[src/rtl/guess_game_ctrl_if.sv]
// Board-side bundle for the guessing-game controller: buttons, switches,
// decoder patterns in; decoder value, segment bus, digit enables, flags out.
interface guess_game_ctrl_if;
  logic       btn_start;
  logic       btn_submit;
  logic [3:0] user_guess;
  logic [6:0] seg_first;
  logic [6:0] seg_second;
  logic [3:0] disp_val;
  logic [6:0] seg;
  logic [1:0] an;
  logic       led_high;
  logic       led_low;
  logic       led_win;
  logic       led_lose;
  logic       guess_err;
  logic [3:0] tries;

  modport master (
    output btn_start, btn_submit, user_guess,
    output seg_first, seg_second,
    input  disp_val, seg, an,
    input  led_high, led_low, led_win, led_lose,
    input  guess_err, tries
  );

  modport slave (
    input  btn_start, btn_submit, user_guess,
    input  seg_first, seg_second,
    output disp_val, seg, an,
    output led_high, led_low, led_win, led_lose,
    output guess_err, tries
  );
endinterface

[src/rtl/guess_game_ctrl.sv]
// Number-guessing game sequencer: LFSR secret draw, guess FSM, result flags
// and 2-digit 7-seg scan. Ports: clk, rst_n (async low), bus (slave
// modport: buttons/switches/decoder patterns in, disp_val/seg/an/flags out).
// Optional GUESS_BLINK_EN: blink the display in WIN/LOSE every 256 scan wraps.
module guess_game_ctrl #(
  parameter int          SCAN_DIV  = 50000,
  parameter int          MAX_TRIES = 5,
  parameter logic [7:0]  LFSR_SEED = 8'hA5
) (
  input  logic               clk,
  input  logic               rst_n,
  guess_game_ctrl_if.slave   bus
);

  typedef enum logic [2:0] {
    IDLE, PLAY, CHECK, WIN, LOSE
  } state_t;

  localparam int CW = (SCAN_DIV > 2) ? $clog2(SCAN_DIV) : 1;
  localparam logic [CW-1:0] CMAX = CW'(SCAN_DIV - 1);
  localparam logic [3:0] TMAX = 4'(MAX_TRIES);

  state_t     state;
  logic [7:0] lfsr;
  logic       start_r, start_q;
  logic       sub_r, sub_q;
  logic       start_ev, sub_ev;
  logic [3:0] secret, guess_q, draw;
  logic [3:0] tries_q;
  logic       hi_q, lo_q, win_q, lose_q, err_q;
  logic [CW-1:0] cnt;
  logic       sel, wrap;
  logic [6:0] seg_q;
  logic [1:0] an_q;
  logic [3:0] disp;

  assign start_ev = start_r & ~start_q;
  assign sub_ev   = sub_r & ~sub_q;
  // fold 11..15 back into range so every draw is a legal secret
  assign draw = (lfsr[3:0] <= 4'd10) ? lfsr[3:0]
                                     : lfsr[3:0] - 4'd5;
  assign wrap = (cnt == CMAX);

  always_ff @(posedge clk or negedge rst_n) begin
    if (!rst_n) begin
      state   <= IDLE;
      lfsr    <= LFSR_SEED;
      start_r <= 1'b0;
      start_q <= 1'b0;
      sub_r   <= 1'b0;
      sub_q   <= 1'b0;
      secret  <= 4'd0;
      guess_q <= 4'd0;
      tries_q <= 4'd0;
      hi_q    <= 1'b0;
      lo_q    <= 1'b0;
      win_q   <= 1'b0;
      lose_q  <= 1'b0;
      err_q   <= 1'b0;
    end else begin
      lfsr    <= {lfsr[6:0],
                  lfsr[7] ^ lfsr[5] ^ lfsr[4] ^ lfsr[3]};
      start_r <= bus.btn_start;
      start_q <= start_r;
      sub_r   <= bus.btn_submit;
      sub_q   <= sub_r;
      err_q   <= 1'b0;
      if (start_ev) begin
        state   <= PLAY;
        secret  <= draw;
        tries_q <= 4'd0;
        hi_q    <= 1'b0;
        lo_q    <= 1'b0;
        win_q   <= 1'b0;
        lose_q  <= 1'b0;
      end else begin
        case (state)
          PLAY: begin
            if (sub_ev) begin
              if (bus.user_guess <= 4'd10) begin
                guess_q <= bus.user_guess;
                if (tries_q != TMAX)
                  tries_q <= tries_q + 4'd1;
                state <= CHECK;
              end else begin
                err_q <= 1'b1;
              end
            end
          end
          CHECK: begin
            hi_q <= 1'b0;
            lo_q <= 1'b0;
            if (guess_q == secret) begin
              state <= WIN;
              win_q <= 1'b1;
            end else if (tries_q == TMAX) begin
              state  <= LOSE;
              lose_q <= 1'b1;
            end else begin
              state <= PLAY;
              hi_q  <= (guess_q > secret);
              lo_q  <= (guess_q < secret);
            end
          end
          default: ;
        endcase
      end
    end
  end

`ifdef GUESS_BLINK_EN
  logic [7:0] bcnt;
  logic       blink;
`endif

  always_ff @(posedge clk or negedge rst_n) begin
    if (!rst_n) begin
      cnt   <= '0;
      sel   <= 1'b0;
      seg_q <= 7'h7F;
      an_q  <= 2'b11;
`ifdef GUESS_BLINK_EN
      bcnt  <= 8'd0;
      blink <= 1'b0;
`endif
    end else if (state == IDLE) begin
      cnt   <= '0;
      sel   <= 1'b0;
      seg_q <= 7'h7F;
      an_q  <= 2'b11;
`ifdef GUESS_BLINK_EN
      bcnt  <= 8'd0;
      blink <= 1'b0;
`endif
    end else begin
      cnt <= wrap ? '0 : cnt + 1'b1;
      if (wrap)
        sel <= ~sel;
      seg_q <= sel ? bus.seg_second : bus.seg_first;
      an_q  <= sel ? 2'b10 : 2'b01;
`ifdef GUESS_BLINK_EN
      // counters sit at zero outside WIN/LOSE, so each entry starts visible
      if (state == WIN || state == LOSE) begin
        if (wrap) begin
          bcnt <= bcnt + 8'd1;
          if (bcnt == 8'hFF)
            blink <= ~blink;
        end
        if (blink) begin
          seg_q <= 7'h7F;
          an_q  <= 2'b11;
        end
      end else begin
        bcnt  <= 8'd0;
        blink <= 1'b0;
      end
`endif
    end
  end

  always_comb begin
    disp = 4'd0;
    case (state)
      PLAY:     disp = bus.user_guess;
      CHECK:    disp = guess_q;
      WIN:      disp = secret;
      LOSE:     disp = secret;
      default:  disp = 4'd0;
    endcase
  end

  assign bus.disp_val  = disp;
  assign bus.seg       = seg_q;
  assign bus.an        = an_q;
  assign bus.led_high  = hi_q;
  assign bus.led_low   = lo_q;
  assign bus.led_win   = win_q;
  assign bus.led_lose  = lose_q;
  assign bus.guess_err = err_q;
  assign bus.tries     = tries_q;

endmodule

[src/flat_wrapper.sv]
// flat-port wrapper written by rule: the top's interface ports become plain ports
module guess_game_ctrl_flat 
#(
  parameter int          SCAN_DIV  = 50000,
  parameter int          MAX_TRIES = 5,
  parameter logic [7:0]  LFSR_SEED = 8'hA5
)
  (clk, rst_n, bus_btn_start, bus_btn_submit, bus_user_guess, bus_seg_first, bus_seg_second, bus_disp_val, bus_seg, bus_an, bus_led_high, bus_led_low, bus_led_win, bus_led_lose, bus_guess_err, bus_tries);
  guess_game_ctrl_if bus_i ();
  input  logic clk;
  input  logic rst_n;
  input wire logic [$bits(bus_i.btn_start)-1:0] bus_btn_start;
  input wire logic [$bits(bus_i.btn_submit)-1:0] bus_btn_submit;
  input wire logic [$bits(bus_i.user_guess)-1:0] bus_user_guess;
  input wire logic [$bits(bus_i.seg_first)-1:0] bus_seg_first;
  input wire logic [$bits(bus_i.seg_second)-1:0] bus_seg_second;
  output wire logic [$bits(bus_i.disp_val)-1:0] bus_disp_val;
  output wire logic [$bits(bus_i.seg)-1:0] bus_seg;
  output wire logic [$bits(bus_i.an)-1:0] bus_an;
  output wire logic [$bits(bus_i.led_high)-1:0] bus_led_high;
  output wire logic [$bits(bus_i.led_low)-1:0] bus_led_low;
  output wire logic [$bits(bus_i.led_win)-1:0] bus_led_win;
  output wire logic [$bits(bus_i.led_lose)-1:0] bus_led_lose;
  output wire logic [$bits(bus_i.guess_err)-1:0] bus_guess_err;
  output wire logic [$bits(bus_i.tries)-1:0] bus_tries;
  assign bus_i.btn_start = bus_btn_start;
  assign bus_i.btn_submit = bus_btn_submit;
  assign bus_i.user_guess = bus_user_guess;
  assign bus_i.seg_first = bus_seg_first;
  assign bus_i.seg_second = bus_seg_second;
  assign bus_disp_val = bus_i.disp_val;
  assign bus_seg = bus_i.seg;
  assign bus_an = bus_i.an;
  assign bus_led_high = bus_i.led_high;
  assign bus_led_low = bus_i.led_low;
  assign bus_led_win = bus_i.led_win;
  assign bus_led_lose = bus_i.led_lose;
  assign bus_guess_err = bus_i.guess_err;
  assign bus_tries = bus_i.tries;
  guess_game_ctrl #(.SCAN_DIV(SCAN_DIV), .MAX_TRIES(MAX_TRIES), .LFSR_SEED(LFSR_SEED)) u_core (.clk(clk), .rst_n(rst_n), .bus(bus_i));
endmodule
[config.mk]
export PLATFORM = sky130hd
export DESIGN_NAME = guess_game_ctrl_flat
export DESIGN_NICKNAME = d
export VERILOG_FILES = /design/src/rtl/guess_game_ctrl_if.sv /design/src/rtl/guess_game_ctrl.sv /design/src/flat_wrapper.sv
export SDC_FILE = /design/constraint.sdc
export NUM_CORES = 1
export LEC_CHECK = 0
export CAP_MARGIN = 15
export CORE_MARGIN = 2
export CORE_UTILIZATION = 50
export DETAILED_ROUTE_END_ITERATION = 8
export PLACE_DENSITY_LB_ADDON = 0.12
export SYNTH_ARGS = -nofsm -noshare
export SYNTH_HDL_FRONTEND = slang
export SYNTH_SLANG_ARGS = --single-unit
[constraint.sdc]
create_clock -name clk -period 4 [get_ports clk]
set_clock_uncertainty 0.2 [all_clocks]
set_input_delay 0.8 -clock clk [delete_from_list [all_inputs] [get_ports clk]]
set_output_delay 0.8 -clock clk [all_outputs]
set_load 0.01 [all_outputs]
* Yosys cells after proc, flatten, opt, wreduce, memory -nomap -nowiden *
Cells that the tools add are included.

cells by class
  mux-type cells = 40
  bitwise gates (word level) = 9
  reductions and logical operators = 16
  magnitude comparators = 4
  equal/unequal tests = 11
  $add $sub $neg = 3

operator list
  operator                 number
  $mux W16                 2
  $mux W4                  6
  $mux W1                  21
  $add A16 B1 Y16 const B  1
  $eq A16 B16 Y1 const B   1
  $reduce_bool A2 Y1       8
  $mux W3                  5
  $mux W7                  2
  $pmux W4 S3              1
  $le A4 B4 Y1 const B     2
  $reduce_and A4 Y1        2
  $eq A3 B2 Y1 const B     2
  $ne A3 B1 Y1 const B     2
  $pmux W3 S2              1
  $reduce_and A3 Y1        2
  $add A4 B1 Y4 const B    1
  $eq A4 B3 Y1 const B     1
  $eq A4 B4 Y1             1
  $gt A4 B4 Y1             1
  $lt A4 B4 Y1             1
  $mux W2                  2
  $ne A4 B3 Y1 const B     1
  $not A1 Y1               4
  $sub A4 B3 Y4 const B    1
  other kinds (9)          12

storage, ports and cells
  bits in registers = 58
  logic and storage cells = 101
  input bits = 22
  output and inout port bits = 22

* Logic depth before layout (Yosys ltp) *
  depth after elaboration = 6
  depth in mapped cells = 7

* Least setup slack after synthesis *
OpenSTA, ideal clock, no wires.

  path kind = input -> output
  start point = in bus_user_guess[2]
  end point = out bus_disp_val[2]
  path buffers = 0
  arrival = 1.284 ns
  stages on the path = 3
  setup slack = 1.716 ns
  cell sequence = nor3b_1 a21oi_1 o21ai_0

between the ends
  cells in the longest elaborated chain, start to end = 1

ends and longest elaborated chain
  element          RTL line                source
  start, declared  flat_wrapper.sv:14      input wire logic [$bits(bus_i.user_guess)-1:0] bus_user_guess;
  $pmux W4 S3      guess_game_ctrl.sv:163  case (state)
  end, declared    flat_wrapper.sv:17      output wire logic [$bits(bus_i.disp_val)-1:0] bus_disp_val;

Every way passes these cells.

* Worst setup path after layout *
  start point = in bus_user_guess[3]
  end point = out bus_disp_val[3]

The elaborated chain is that of the path after synthesis.

==> results.json <==
{
  "status": "complete, no violations",
  "start_kind": "input port",
  "drive_gt1_frac": 0.134,
  "syn_nets": 293,
  "switching_share": 0.291,
  "synth_edf_count": 0,
  "setup_violations": 0,
  "drtIter0Drc": 149,
  "pwr-share-clk": 0.327,
  "clk_pin_slew_worst_paths_ns": 0.06,
  "grt_max_degree": 35,
  "grt_first_pass_wirelength_um": 9130,
  "cp.arrival_ns": 2.42,
  "grt_overflow": 0,
  "cts_buffer_depth": 2,
  "p_comb_frac": 0.219,
  "p_per_area_nw_per_um2": 488,
  "end_kind": "output pin",
  "diodes": 0,
  "dp_hpwl_um": 3860,
  "wl_per_cell_um": 14.4,
  "period_needed_ns": 3.42,
  "clock-sinks": 58,
  "syn_avg_cell_area_um2": 10.5,
  "viasPerCell": 5.30,
  "netlist_instances": 262,
  "ys.flop_type": "dfrtp_1",
  "antenna_found_initial": 0,
  "required_ns": 3.00,
  "p_leak_uw": 0.00144,
  "final_common_cell": "dfrtp_1",
  "synthArstFlopShare": 1.00,
  "initial_utilization": 0.527,
  "worst_hold_path_type": "flip-flop to flip-flop",
  "path_class": "input port to output pin",
  "ys_types": 49,
  "ys_seq_area_frac": 0.535,
  "post_cts_buffers": 0,
  "h-tree-depth": 3,
  "rsz0062_at_grt": "no",
  "setup_slack_ns": 0.579,
  "finalNetCount": 339,
  "drtPass1Iterations": 4,
  "dieHeight_um": 78.1,
  "grt_pass1_vias": 1906,
  "die_area_um2": 6090,
  "ios": 44,
  "drc": 0,
  "areaGrowthSynthToFinish_pct": 25.1,
  "worstMarginPinSlew_ns": 0.953,
  "gp_routability_congestion": 0.811,
  "post-place-ws_ns": 0.581,
  "tritoncts": "done",
  "fill_cells": 425,
  "ys_seq_elements": 58,
  "routed_wl_um": 5500,
  "clkLatencyLatePin_ns": 0.34,
  "cts_root_buf": "clkbuf_8",
  "slew_headroom": 0.363,
  "row_count": 26,
  "max_freq_mhz": 292,
  "synth_area_um2": 2740,
  "final_cell_mix": "45 x dfrtp_1, 42 x clkdlybuf4s50_1, 36 x nor2_1",
  "io_buffers": 43,
  "cts_buffers": 9,
  "drtAntennaViolNets": 0,
  "p_switching_uw": 487,
  "grt_usage": 0.195,
  "drv_cap": 0,
  "ys_warn_count": 0,
  "cts.hold.buffers_added": 0,
  "p_total_uw": 1670,
  "cp_max_fo": 7,
  "ir_worst_vdd_mv": 0.322,
  "tns_ns": 0,
  "maxSlewViolCount": 0,
  "p_int_uw": 1190,
  "fp.dieW_um": 78.1,
  "seq_power_share": 0.454,
  "finalHoldViolCount": 0,
  "core_region_area_um2": 5200,
  "vias": 2029,
  "cts_resized": 0,
  "fin_crit_sh": 0.855
}
## synthesized netlist by cell type (all sizes together) (2+ instances only)
master | instances | area (um^2)
buf | 3 | 12.5
o21ai | 12 | 60.1
nand2b | 2 | 12.5
dfrtp | 45 | 1130
nor3b | 2 | 15.0
nor4bb | 2 | 20.0
xor2 | 3 | 26.3
or2 | 2 | 12.5
nor2b | 4 | 25.0
nand2 | 19 | 71.3
nor2 | 36 | 135
o21a | 2 | 15.0
a21oi | 10 | 53.8
nand4 | 5 | 31.3
xnor2 | 16 | 140
clkbuf | 6 | 22.5
nor4 | 4 | 25.0
inv | 14 | 52.6
mux2 | 3 | 33.8
and4 | 2 | 17.5
or3 | 4 | 25.0
ha | 9 | 113
mux2i | 10 | 100
dfstp | 13 | 342
nand3 | 6 | 30.0
nor3 | 7 | 35.0
## sequential cells by signal (all words and copies together) (netlist names)
signal                count
u_core.bus.guess_err      1
u_core.guess_q            4
u_core.start_q            1
u_core.start_r            1
u_core.bus.led_high       1
u_core.sub_r              1
u_core.lfsr               8
u_core.sub_q              1
u_core.bus.led_lose       1
u_core.bus.seg            7
u_core.cnt               16
u_core.bus.tries          4
u_core.bus.led_low        1
u_core.bus.led_win        1
u_core.secret             4
u_core.bus.an             2
u_core.sel                1
u_core.state              3
## power groups by stage
stage	Combinational, uW	Clock (uW)	Sequential [uW]
3_3_place_gp	360	0	767
2_1_floorplan	216	0	755
5_1_grt	415	582	773
3_5_place_dp	371	0	768
4_1_cts	372	558	758
6_report	367	548	759
## logic make-up after synthesis
family | share of synthesized area
AND/OR/NAND/NOR | 0.189
adder cells (fa/ha/maj) | 0.0411
flip-flops | 0.535
multiplexers | 0.0488
AO/OA/AOI/OAI | 0.0935
buffers and inverters | 0.0319
XOR/XNOR | 0.0607
## path summary, 6_finish.rpt
path,start,slack (ns),depth (start not counted),endpoint
max,bus_user_guess[3],0.58,6,bus_disp_val[3]
max reg2reg,u_core.state[1],1.77,4,u_core.guess_q[0]
min,u_core.lfsr[6],0.15,0,u_core.lfsr[7]
max in group asynchronous,rst_n,2.50,2,u_core.lfsr[7]
min reg2reg,u_core.lfsr[6],0.15,0,u_core.lfsr[7]
min in group asynchronous,rst_n,0.24,1,u_core.guess_q[2]
## stage by stage
| stage | std cells | hold slack (ns) | area, um^2 | util |
|---|---|---|---|---|
| final | 383 | 0.152 | 3430 | 0.659 |
| after global routing | 383 | 0.159 | 3430 | 0.659 |
| after CTS | 383 | 0.151 | 3430 | 0.659 |
| after detailed placement | 367 | 0.137 | 3230 | 0.620 |
| after global placement | 367 | 0.137 | 3230 | 0.620 |
| after floorplan | 262 | 0.133 | 2740 | - |
## metal layers
metal | track usage | wire length, um | vias to the layer above
met5 | 0 | 0 | -
met4 | 0.0737 | 51 | 0
met3 | 0.0575 | 365 | 5
met2 | 0.292 | 2480 | 58
met1 | 0.271 | 2600 | 964
li1 | - | - | 1002
## area by class of cell
cell class | instances | area (um^2) | area share
Tap cell | 70 | 87.6 | 0.0255
Inverter | 14 | 52.6 | 0.0153
Multi-Input combinational cell | 181 | 1190 | 0.346
Clock buffer | 11 | 151 | 0.0441
Clock inverter | 5 | 52.6 | 0.0153
Sequential cell | 58 | 1470 | 0.428
Timing Repair Buffer | 44 | 433 | 0.126
## critical path, cell delays in order
cell	delay, ns
clkdlybuf4s50_1	0.65
mux2i_1	0.11
nor2_1	0.10
a21oi_1	0.04
o21ai_0	0.16
clkdlybuf4s50_1	0.56
Power figures use the tool's default switching activity.
